File: src/rtl/mem_port_arbiter.sv
// Two-port round-robin arbiter for the multicycle MIPS unified memory port.
// Serialises CPU (port 0) and DMA/loader (port 1) accesses with fixed wait states.
module mem_port_arbiter #(
  parameter int unsigned AW      = 32,
  parameter int unsigned DW      = 32,
  parameter int unsigned LATENCY = 1
) (
  input  logic          clk,
  input  logic          reset,
  input  logic          req0,
  input  logic          we0,
  input  logic [AW-1:0] addr0,
  input  logic [DW-1:0] wdata0,
  output logic          ack0,
  input  logic          req1,
  input  logic          we1,
  input  logic [AW-1:0] addr1,
  input  logic [DW-1:0] wdata1,
  output logic          ack1,
  output logic [DW-1:0] rdata,
  output logic [AW-1:0] mem_adr,
  output logic          mem_we,
  output logic [DW-1:0] mem_wd,
  input  logic [DW-1:0] mem_rd,
  output logic          busy,
  output logic          owner
);

  localparam int unsigned   CW        = $clog2(LATENCY) + 1;
  localparam logic [CW-1:0] CNT_START = CW'(LATENCY - 1);

  typedef enum logic {IDLE, ACCESS} state_e;

  state_e        state_q, state_d;
  logic          owner_q, owner_d;
  logic          lastg_q, lastg_d;
  logic [CW-1:0] cnt_q, cnt_d;
  logic          grant;

  always_ff @(posedge clk or negedge reset) begin
    if (!reset) begin
      state_q <= IDLE;
      owner_q <= 1'b0;
      lastg_q <= 1'b1;
      cnt_q   <= '0;
    end else begin
      state_q <= state_d;
      owner_q <= owner_d;
      lastg_q <= lastg_d;
      cnt_q   <= cnt_d;
    end
  end

  always_comb begin
    state_d = state_q;
    owner_d = owner_q;
    lastg_d = lastg_q;
    cnt_d   = cnt_q;
    grant   = 1'b0;
    ack0    = 1'b0;
    ack1    = 1'b0;
    rdata   = '0;
    mem_adr = '0;
    mem_wd  = '0;
    mem_we  = 1'b0;
    busy    = 1'b0;
    unique case (state_q)
      IDLE: begin
        if (req0 || req1) begin
          // On contention the port that did not win last time is granted.
          grant   = (req0 && req1) ? ~lastg_q : req1;
          owner_d = grant;
          lastg_d = grant;
          cnt_d   = CNT_START;
          state_d = ACCESS;
        end
      end
      ACCESS: begin
        busy    = 1'b1;
        mem_adr = owner_q ? addr1 : addr0;
        mem_wd  = owner_q ? wdata1 : wdata0;
        // Write strobe only in the first access cycle: one strobe per write.
        if (cnt_q == CNT_START) mem_we = owner_q ? we1 : we0;
        if (cnt_q != '0) begin
          cnt_d = cnt_q - 1'b1;
        end else begin
          ack0    = ~owner_q;
          ack1    = owner_q;
          rdata   = mem_rd;
          state_d = IDLE;
        end
      end
      default: state_d = IDLE;
    endcase
  end

  assign owner = owner_q;

endmodule
File: config.mk
export PLATFORM = sky130hd
export DESIGN_NAME = mem_port_arbiter
export DESIGN_NICKNAME = d
export VERILOG_FILES = /design/src/rtl/mem_port_arbiter.sv
export SDC_FILE = /design/constraint.sdc
export NUM_CORES = 1
export LEC_CHECK = 0
export ABC_AREA = 0
export CAP_MARGIN = 20
export CORE_AREA = 3 3 104 106
export DETAILED_ROUTE_END_ITERATION = 8
export DIE_AREA = 0 0 107 109
export PLACE_DENSITY_LB_ADDON = 0.15
export SETUP_SLACK_MARGIN = 0.4
export SYNTH_ARGS = -nofsm -noshare
export SYNTH_HDL_FRONTEND = slang
export SYNTH_SLANG_ARGS = --single-unit
File: constraint.sdc
create_clock -name clk -period 1.75 [get_ports clk]
set_input_delay 0.2625 -clock clk [delete_from_list [all_inputs] [get_ports clk]]
set_output_delay 0.2625 -clock clk [all_outputs]
set_load 0.01 [all_outputs]
Word level (Yosys, flattened, before mapping)

Index checks and enable logic that the tools add are counted.

RAM bits: 0
Word-level logic and storage cells: 33
Output and inout bits: 101
Bits in latches: 0
Memories kept: 0
Memory bits (read-only): 0
Register bits: 4

Muxes and demuxes: 21
Order comparisons: 0
Multiply operators: 0
Add/sub/neg operators: 1
Bitwise logic cells: 3
Reductions and logical operators: 3
Equality and inequality tests: 1
Shifts and indexed selects: 0
Div/mod/pow operators: 0

Operator list:

| operator                                 | number |
|---|---|
| 32-bit two-way mux                       | 6 |
| 1-bit two-way mux                        | 13 |
| 1-bit one-hot mux with 2 select lines    | 2 |
| 1-bit inverter                           | 3 |
| 2-bit != test (second input constant)    | 1 |
| 2-bit AND reduction                      | 1 |
| 1-bit logical AND                        | 1 |
| 1-bit logical OR                         | 1 |
| 1-bit subtractor (second input constant) | 1 |

Logic depth before layout (Yosys ltp)

Depth after elaboration: 3
Mapped depth: 5
Gate-level depth less buffers: 2

Worst setup path before layout

No wires, ideal clock.

Path type: register -> output
Start point: reg owner_q, in the netlist owner
End point: out mem_adr[27]
Slack: 0.375 ns
Stages on the path, launching flop included: 6
Data arrival time: 1.112 ns
Path through: dfrtp_1 -> buf_4 -> buf_8 -> buf_12 -> mux2i_1 -> nor2_1

Longest elaborated chain between the ends: 2

Ends and longest elaborated chain:

| what                   | line | text |
|---|---|---|
| from (decl)            | 35   | `logic owner_q, owner_d;` |
| from (signal assigned) | 48   | `owner_q <= owner_d;` |
| 32-bit two-way mux     | 80   | `mem_adr = owner_q ? addr1 : addr0;` |
| 32-bit two-way mux     | 67   | `unique case (state_q)` |
| to (decl)              | 21   | `output logic [AW-1:0] mem_adr,` |

Every way passes these cells.

Worst setup path in the final report

Start point: reg owner_q, in the netlist owner
End point: out mem_wd[31]

Longest elaborated chain between the ends: 2

Ends and longest elaborated chain:

| what               | line | text |
|---|---|---|
| 32-bit two-way mux | 81   | `mem_wd = owner_q ? wdata1 : wdata0;` |
| 32-bit two-way mux | 67   |  |
| to (decl)          | 23   | `output logic [DW-1:0] mem_wd,` |

Every way passes these cells.

==> reports/results.ini <==
[synth]
syn_nets = 360
synth.distinct_cells = 16
ys_ff_latch = 3
ys.warnings.count = 0
ys_seq_area_share_pct = 5.58
synth.cell_area_mm2 = 0.00137
syn_inst = 194
avgSynthCellArea_um2 = 7.05

[floorplan]
die_y_um = 109
num_io_pins = 267
core_mm2 = 0.00986
start_util_pct = 13.9
rows = 36
dieArea_mm2 = 0.0117
die_w_um = 107

[job]
drv_cap = 0

[clock_network]
clockRootBuffer = clkbuf_8
cts.sinks = 3
cts_buffer_depth = 2
htreeDepth = 1
cts.reportedPaths.clkPinSlew_ps = 30
cts_buffers = 3
ctsHoldBuffers = 0
tritoncts = done
insertion_delay_ps = 210

[layout]
mostFrequentLayoutCells = clkdlybuf4s50_1 (165), nor2_1 (67), mux2i_1 (62)
fill_cells = 936
fin_area_mm2 = 0.00462
area_growth_pct = 238
drive_gt1_share_pct = 36.7
fin_nets = 649
final_common_cell = clkdlybuf4s50_1
antenna_cells = 0
final_cells = 615

[timing]
maxSlewViolCount = 0
fin_crit_ps = 1690
tightest_slew_ps = 180
hold_slack_ps = 252
max-slew-margin-rel_pct = 87.8
fin_crit_sh_pct = 96.6
setup_viol = 0
hold_violations = 0
max_freq_mhz = 592
clock_skew_ps = 1.60
rsz0062_at_grt = yes

[placement]
post-place-cells = 580
placed_cell_area_mm2 = 0.00418
io_buffers = 266
routabilityCongestion = 0.716
hpwlAfterDp_mm = 7.01

[detailed_routing]
ant_nets = 0
drc = 0
wl_mm = 9.62
via_count = 2458
wl_per_cell_um = 15.6
first_iter_violations = 79
firstDrtPassIters = 4
routed_via_density = 4.00

[power_and_ir_drop]
power_mw = 2.60
worst_ir_drop_vdd_mv = 0.205
netSwitchingPower_mw = 0.925
p_sw_share_pct = 35.5
leakage_nw = 2.27
seqPwrFrac_pct = 4.5
internal-power_mw = 1.68
p_per_area_mw_per_mm2 = 564
pwr-share-comb_pct = 87.9
pwr-share-clk_pct = 7.6

[global_route]
grt_overflow = 0
track_usage_pct = 14.6
grt_max_degree = 22
first_global_vias = 2490
antenna_found_initial = 0
grt_busiest_layer = met2
grtUsageMet3_pct = 4.20
grt_first_pass_wirelength_mm = 13.3
globalRouteMet2Util_pct = 29.5
grtUsageMet1_pct = 15.3

[worst_hold_path]
min_path_type = primary input to asynchronous set/reset pin

[setup_path]
end_kind = output port
critPathMaxStageDelay_ps = 520
critPathArrivalTime_ps = 1430
critPathLaunchType = flop
crit_path_cell_trace = buf_12 > buf_16 > mux2i_2 > nor2_1 > buf_2
slowest_stage = dfrtp_4
regToRegSetupSlack_ps = 370
worstSetupPathType = flop to output port
cp_max_fo = 6
required_ps = 1490

[status]
run_status = complete, no violations

## cell usage after synthesis
master | n | area, um^2
clkbuf_1 | 6 | 22.5
dfstp_2 | 1 | 26.3
buf_8 | 2 | 30.0
nand2b_1 | 1 | 6.26
buf_2 | 3 | 15.0
inv_2 | 1 | 3.75
a32o_1 | 1 | 10.0
nand2_1 | 1 | 3.75
a21o_1 | 1 | 7.51
nor2_1 | 68 | 255
nor3b_1 | 1 | 7.51
and2_1 | 33 | 206
mux2i_1 | 65 | 651
buf_4 | 7 | 52.6
buf_12 | 1 | 20.0
dfrtp_1 | 2 | 50.1
## cell families (layout without fill, tap and decap cells)
group                  count (synthesis)  in the layout  synth area share [%]
AOI/OAI and AO/OA                      2              2                  1.28
buffers and inverters                 20            308                  10.5
muxes                                 65             65                  47.6
and+or+nand+nor                      104            104                  35.0
DFF                                    3              3                  5.58
## critical path: cells and delay by family (launching register included)
| family | cells | cell delay (ps) |
|---|---|---|
| flip-flops | 1 | 520 |
| buffers and inverters | 3 | 440 |
| multiplexers | 1 | 200 |
| AND/OR/NAND/NOR | 1 | 60 |
## per-stage QoR
step	setup TNS (ps)	setup WS, ps	util, %
after floorplan	0	377	-
after global placement	-85.0	-20.4	42.4
after detailed placement	-186	-33.3	42.4
after CTS	0	65.8	43.7
after global routing	0	7.60	46.8
final	0	59.8	46.8
## power by group through the flow
stage	Sequential (mW)	Combinational, mW	Clock (mW)
4_1_cts	0.116	2.06	0.206
3_3_place_gp	0.118	1.88	0
5_1_grt	0.121	2.45	0.211
3_5_place_dp	0.119	1.89	0
6_report	0.118	2.29	0.197
2_1_floorplan	0.104	0.875	0
## worst paths after layout
check                                    start                   to  cells past startpoint
max                          owner$_DFFE_PN0P_           mem_wd[31]                      5
max in group asynchronous                reset  lastg_q$_DFFE_PN1P_                      1
min                                      reset    state_q$_DFF_PN0_                      1
min in group clk           lastg_q$_DFFE_PN1P_  lastg_q$_DFFE_PN1P_                      1
min reg2reg                lastg_q$_DFFE_PN1P_  lastg_q$_DFFE_PN1P_                      1
max reg2reg                  state_q$_DFF_PN0_    owner$_DFFE_PN0P_                      6
## layout make-up
| cell class | count | area [um^2] | share of cell area (%) |
|---|---|---|---|
| multi-input cells | 171 | 1260 | 27.2 |
| clock buffers | 4 | 45.0 | 0.975 |
| flip-flops and latches | 3 | 81.3 | 1.76 |
| repair buffers | 303 | 3060 | 66.2 |
| well taps | 133 | 166 | 3.60 |
| inverters | 1 | 11.3 | 0.244 |
## per-layer routing
metal  wire length (um)  vias to the layer above  share of wire [%]
li1                   -                     1222                  -
met2               5400                      127                 56
met5                  0                        -                  0
met3                982                        2                 10
met4                  4                        0              0.042
met1               3230                     1107                 34
## what timing repair did
item / CTS / global route
gates resized for setup: 369 / 115
cloned: 9 / 4
setup endpoints to repair: 101 / 101
buffers inserted: 9 / 9
pin swaps: 2 / 10
## registers in the layout (all words and copies together) (netlist names)
name	cells
state_q	1
lastg_q	1
owner	1
No activity file was read; power rests on OpenSTA's default activity.
